`src/rtl/icache.sv`:
```
//==============================================================================
// Module      : icache
// Description : Direct-mapped, one-word-per-line instruction cache with a
//               zero-latency hit path and a single outstanding refill.
//               Optional hit/miss statistics counters are compiled in when
//               the macro ICACHE_STATS_EN is defined.
// Revision    : 1.0 - initial release
//==============================================================================
`default_nettype none

module icache #(
   parameter int LINES = 16
) (
   input  logic        clk,
   input  logic        rst,
   input  logic [31:0] pcF,
   input  logic        flush,
   output logic [31:0] instr,
   output logic        stall_req,
   output logic        mem_req,
   output logic [31:0] mem_addr,
   input  logic [31:0] mem_rdata,
   input  logic        mem_ack
`ifdef ICACHE_STATS_EN
   ,
   output logic [31:0] hit_cnt,
   output logic [31:0] miss_cnt
`endif
);

   // Index width and remaining tag width of a 30-bit word address.
   localparam int c_IB = $clog2(LINES);
   localparam int c_TW = 30 - c_IB;

   typedef enum logic [0:0] {
      S_IDLE  = 1'b0,
      S_FETCH = 1'b1
   } state_t;

   state_t            r_state;
   logic [LINES-1:0]  r_valid;
   logic [c_TW-1:0]   r_tag  [LINES];
   logic [31:0]       r_data [LINES];
   logic [29:0]       r_missWord;
   logic              r_memReq;
   logic [31:0]       r_memAddr;

   logic [c_IB-1:0]   w_idx;
   logic [c_TW-1:0]   w_tag;
   logic [c_IB-1:0]   w_missIdx;
   logic [c_TW-1:0]   w_missTag;
   logic              w_hit;
   logic              w_missStart;
   logic              w_fill;
   logic              w_unusedPcLsb;

   // Byte offset within the word never selects anything.
   assign w_unusedPcLsb = ^pcF[1:0];

   assign w_idx     = pcF[c_IB+1:2];
   assign w_tag     = pcF[31:c_IB+2];
   assign w_missIdx = r_missWord[c_IB-1:0];
   assign w_missTag = r_missWord[29:c_IB];

   // A flush in progress hides every line, so it also suppresses a hit.
   assign w_hit = (r_state == S_IDLE) && !flush && r_valid[w_idx]
                  && (r_tag[w_idx] == w_tag);

   // Miss in IDLE starts a refill unless the cache is being flushed.
   assign w_missStart = (r_state == S_IDLE) && !w_hit && !flush;

   // Refill completion writes the line; reset abandons the transaction.
   assign w_fill = (r_state == S_FETCH) && mem_ack && !rst;

   assign instr     = w_hit ? r_data[w_idx] : 32'h0;
   assign stall_req = !w_hit;
   assign mem_req   = r_memReq;
   assign mem_addr  = r_memAddr;

   // Controller: state, miss address, bus outputs and valid bits.
   always_ff @(posedge clk) begin
      if (rst) begin
         r_state    <= S_IDLE;
         r_valid    <= '0;
         r_missWord <= '0;
         r_memReq   <= 1'b0;
         r_memAddr  <= 32'h0;
      end else begin
         if (flush) begin
            r_valid <= '0;
         end
         case (r_state)
            S_IDLE: begin
               if (w_missStart) begin
                  r_state    <= S_FETCH;
                  r_missWord <= pcF[31:2];
                  r_memReq   <= 1'b1;
                  r_memAddr  <= {pcF[31:2], 2'b00};
               end
            end
            S_FETCH: begin
               if (mem_ack) begin
                  r_state   <= S_IDLE;
                  r_memReq  <= 1'b0;
                  r_memAddr <= 32'h0;
                  // Later assignment wins over the flush clear above, so a
                  // coincident flush leaves the refilled line invalid.
                  r_valid[w_missIdx] <= !flush;
               end
            end
            default: begin
               r_state   <= S_IDLE;
               r_memReq  <= 1'b0;
               r_memAddr <= 32'h0;
            end
         endcase
      end
   end

   // Tag and data storage; contents are qualified by the valid bits.
   always_ff @(posedge clk) begin
      if (w_fill) begin
         r_tag[w_missIdx]  <= w_missTag;
         r_data[w_missIdx] <= mem_rdata;
      end
   end

`ifdef ICACHE_STATS_EN
   logic [31:0] r_hitCnt;
   logic [31:0] r_missCnt;

   assign hit_cnt  = r_hitCnt;
   assign miss_cnt = r_missCnt;

   // Saturating hit and miss statistics.
   always_ff @(posedge clk) begin
      if (rst) begin
         r_hitCnt  <= 32'h0;
         r_missCnt <= 32'h0;
      end else begin
         if (w_hit && (r_hitCnt != 32'hFFFF_FFFF)) begin
            r_hitCnt <= r_hitCnt + 32'd1;
         end
         if (w_missStart && (r_missCnt != 32'hFFFF_FFFF)) begin
            r_missCnt <= r_missCnt + 32'd1;
         end
      end
   end
`endif

endmodule

`default_nettype wire

```
`config.mk`:
```
export PLATFORM = sky130hd
export DESIGN_NAME = icache
export DESIGN_NICKNAME = d
export VERILOG_FILES = /design/src/rtl/icache.sv
export SDC_FILE = /design/constraint.sdc
export NUM_CORES = 1
export LEC_CHECK = 0
export CAP_MARGIN = 20
export CORE_UTILIZATION = 60
export CTS_CLUSTER_SIZE = 28
export DETAILED_ROUTE_END_ITERATION = 10
export GPL_TIMING_DRIVEN = 0
export MAX_ROUTING_LAYER = met4
export PLACE_DENSITY = 0.78
export SLEW_MARGIN = 40
export SYNTH_ARGS = -nofsm -noshare
export SYNTH_HDL_FRONTEND = slang
export SYNTH_SLANG_ARGS = --single-unit
export TNS_END_PERCENT = 5
```
`constraint.sdc`:
```
create_clock -name clk -period 13.1 [get_ports clk]
set_clock_uncertainty 0.15 [all_clocks]
set_input_delay 2.62 -clock clk [delete_from_list [all_inputs] [get_ports clk]]
set_output_delay 2.62 -clock clk [all_outputs]
set_load 0.01 [all_outputs]
```
; ---- Yosys cells after proc, flatten, opt, wreduce, memory -nomap -nowiden
; Memory sizes are Yosys's and may differ from the RTL's.
; Cells that the tools add are included.
[word_totals]
n_memories = 2
ram_bits = 928
romBits = 0
elab_cells = 48
register_bits = 80
latch_bits = 0
input_bits = 68
[memory_table]
columns = memory, depth, width, read_ports, rd_ports_with_merged_regs, write_ports, line_no
row1 = r_data, 16, 32, 1, 0, 1, 43  ; logic [31:0] r_data [LINES];
row2 = r_tag, 16, 26, 1, 0, 1, 42  ; logic [c_TW-1:0] r_tag [LINES];
[op_classes]
order_cmp = 3
n_reduce_logical = 13
mul = 0
n_div = 0
n_shift = 0
mux = 21
n_eq_ne = 3
bitwise = 1
addsub = 0
[op_table]
columns = op, n
row1 = 32-bit 2-to-1 mux, 3
row2 = 16-bit 2-to-1 mux, 4
row3 = 32-bit case mux with 2 select lines, 1
row4 = 26-bit == test, 1
row5 = 16-bit bitwise mux, 1
row6 = "4-bit by 5-bit < comparator with 1-bit output, second input constant", 2
row7 = 1-bit logical AND, 8
row8 = 1-bit 2-to-1 mux, 8
row9 = 1-bit binary-select mux with 4-bit select, 1
row10 = 1-bit demux with 4-bit select, 1
row11 = "4-bit by 1-bit >= comparator with 1-bit output, second input constant", 1
row12 = "2-bit != test, second input constant", 2
row13 = 1-bit case mux with 2 select lines, 2
row14 = 2-bit AND reduction, 2
row15 = 1-bit zero test, 3
row16 = 1-bit inverter, 1

; ---- Depth between registers and ports, before layout
[depth]
depth_word = 9
mapped_depth = 14

; ---- Least setup slack after synthesis
; OpenSTA, ideal clock, no wires.
[synth_timing]
path_type = in2out
startpoint = input port pcF[4]
endpoint = output port instr[22]
cell_stages = 12
t_required_ns = 10.330
path_slack_ns = 4.967
t_arrival_ns = 5.363
path_cell_list = buf_2 clkbuf_1 buf_1 mux4_2 mux2i_1 xor2_1 nand4_1 a221oi_1 nand4_1 or2_4 buf_6 nor2b_1
[synth_between]
elab_chain_cells = 5
elab_cells_between_ends = 8
cone_classes = 1 x eq/ne / 3 x mux / 2 x reduce/logical / 2 x memory
[synth_rtl]
columns = item, line_no
row1 = "start, declared", 16  ; input logic [31:0] pcF,
row2 = "parallel branches: the longest is 4 deep, another holds memory read 16 x 26 bit", n/a
row3 = 32-bit 2-to-1 mux (*), 75  ; assign instr = w_hit ? r_data[w_idx] : 32'h0;
row4 = "end, declared", 18  ; output logic [31:0] instr,
; Mark *: on every way between the ends. The select of a mux whose other input is x is not followed.

; ---- Final worst setup path
[layout_timing]
startpoint = input port pcF[5]
endpoint = output port instr[12]
; Same word-level chain as after synthesis.

==> results.toml <==
[yosys]
synthArstFlopShare = 0
synth.avg_cell_area_sq_um = 21.3
syn-cell-area_sq_um = 38900
synth_seq_area_share = 0.756
synth_cell_type_count = 52
synthFlopType = "edfxtp_1"
synth.ff_latch_count = 1006
synth_cells = 1830
yosys_warnings = 0
synth_edf_count = 928

[clocking]
cts_resized = 0
clock_path_buffers = 3
numCtsBuffers = 97
post-cts-setup-buffers = 0
clock_latency_ps = 660
clk_pin_slew_ps = 60
cts_hold_buf = 0
cts_tree = "done"
htreeDepth = 3
ctsRootBufferMaster = "clkbuf_16"
cts.sinks = 1006

[timing]
min_period_over_period = 0.802
hold_slack_ps = 329
drv_slew = 0
rsz0062_at_grt = "false"
fmax_mhz = 95.1
period_minus_slack_ps = 10510
finalSetupViolations = 0
worst_pin_slew_ps = 909
max-slew-margin-rel = 0.394
hold_viol = 0
fin_setup_tns_ps = 0

[global_route]
grt_pass1_wl_mm = 144
track_usage = 0.321
grt_overflow = 0
grt_max_degree = 18
grt_pass1_vias = 20983
antenna_found_initial = 1

[job]
max-cap-violations = 0

[setup_path]
cp.required_ps = 10330
endpoint_kind = "output pin"
worstSetupPathType = "in2out"
crit_fanout = 10
cp.arrival_ps = 7740
cp-start-kind = "input pin"

[layout]
fin_nets = 2209
layout-drive-gt1-share = 0.265
fin_util = 0.721
nFillCells = 3556
final_common_cell = "edfxtp_1"
final_cell_area_sq_um = 46300
layout_common_cells = "edfxtp_1, mux4_2, clkdlybuf4s50_1"
syn2layout_area_growth_pct = 19.0

[run_status]
outcome = "complete, no violations"

[die]
die_area_sq_um = 65900
core_area_sq_um = 64200
die_y_microns = 257
start_util = 0.606
row_count = 93
ioPinCount = 134
die-width_microns = 257

[place]
hpwl_mm = 62.4
postPlaceCellArea_sq_um = 43200
portBuffers = 127
place_congestion = 0.892

[detailed_routing]
first_iter_violations = 2677
ant_nets = 0
drc = 0
finalWirelength_mm = 100
wl_per_cell_microns = 32.5
routed_via_density = 6.68
dr.pass1.iters = 5
vias = 20548

[power]
ir_worst_vdd_v = 0.000113
cellLeakagePower_uw = 0.0150
powerDensity_nw_per_um2 = 144

[min_path]
hp-class = "reg2reg"
## worst paths after layout
kind / start / endpoint / slack (ps) / depth (start not counted)
hold reg to reg: r_valid[14] / r_valid[14] / 330 / 2
setup / recovery: pcF[5] / instr[12] / 2590 / 13
setup reg to reg: r_tag[15][10] / r_missWord[14] / 9620 / 10
hold / removal: r_valid[14] / r_valid[14] / 330 / 2
## power by group
group	internal [uW]	switching, uW
Clock	1560	1190
Sequential	3530	33.3
Combinational	153	184
Total	5250	1410
## metrics by stage
| step | worst slack, ps | std cells | power (uW) |
|---|---|---|---|
| after floorplan | 4970 | 1831 | 3810 |
| after global placement | 2500 | 2813 | 3940 |
| after detailed placement | 2760 | 2896 | 3960 |
| after CTS | 2750 | 3072 | 6660 |
| after global routing | 2570 | 3074 | 6800 |
| final | 2590 | 3074 | 6650 |
## per-layer routing
layer  track usage  vias to the layer above  wire (microns)
met4         0.130                        0            4170
met3        0.0745                      292           10600
met5             -                        -               0
met1         0.412                    10626           36000
met2         0.500                     1427           49300
li1              -                     8203               -
## flip-flops by register name, indices dropped and copies added (netlist names)
| register | cells |
|---|---|
| r_valid | 16 |
| r_data | 512 |
| mem_addr | 30 |
| r_tag | 416 |
| r_missWord | 30 |
| mem_req | 1 |
| r_state | 1 |
## worst max-delay path, cell delays in order
cell	delay [ps]
clkdlybuf4s50_1	650
buf_2	450
clkbuf_1	710
clkbuf_1	500
o21ai_0	220
o211ai_1	160
o21ai_0	210
a211oi_1	270
o2111ai_1	350
or2_4	450
buf_6	180
nor2b_1	340
clkdlybuf4s50_1	620
## cell families after synthesis
group                     Yosys count  synth area share
DFF                              1006             0.756
xor gates and xnor gates           30           0.00675
buffers and inverters             112            0.0142
and+or+nand+nor                   221            0.0328
other                               1         0.0000964
AOI/OAI and AO/OA                 143            0.0220
muxes                             317             0.168
## synthesized netlist by cell type, drive strengths merged, types with 2 or more instances
master	n	area [sq um]
edfxtp	928	27900
and2	3	18.8
nor3b	2	15.0
and3	2	12.5
o21ai	67	335
a2111oi	2	18.8
clkbuf	57	214
mux4	268	6040
dfxtp	78	1560
a21oi	20	100
nand2b	36	225
a31oi	4	25.0
buf	50	320
xnor2	8	70.1
a211oi	2	15.0
or2	5	33.8
mux2i	37	370
or3	4	25.0
nand4	5	31.3
o2111ai	2	17.5
mux2	12	135
nor4	4	31.3
nand3b	32	240
o22ai	7	43.8
nor2	44	165
xor2	22	193
nor2b	60	375
nand2	20	75.1
o211ai	33	248
inv	4	15.0
## area by class of cell
class                           count  area, sq um  share of cell area
Sequential cell                  1006        29400               0.636
Multi-Input combinational cell    713         9070               0.196
Timing Repair Buffer              211         3040              0.0657
Clock buffer                      131         2660              0.0575
Tap cell                          855         1070              0.0231
Buffer                            107          567              0.0122
Clock inverter                     45          443             0.00957
Inverter                            5         18.8            0.000405
Antenna cell                        1         2.50           0.0000540
No activity file was read; power rests on OpenSTA's default activity.
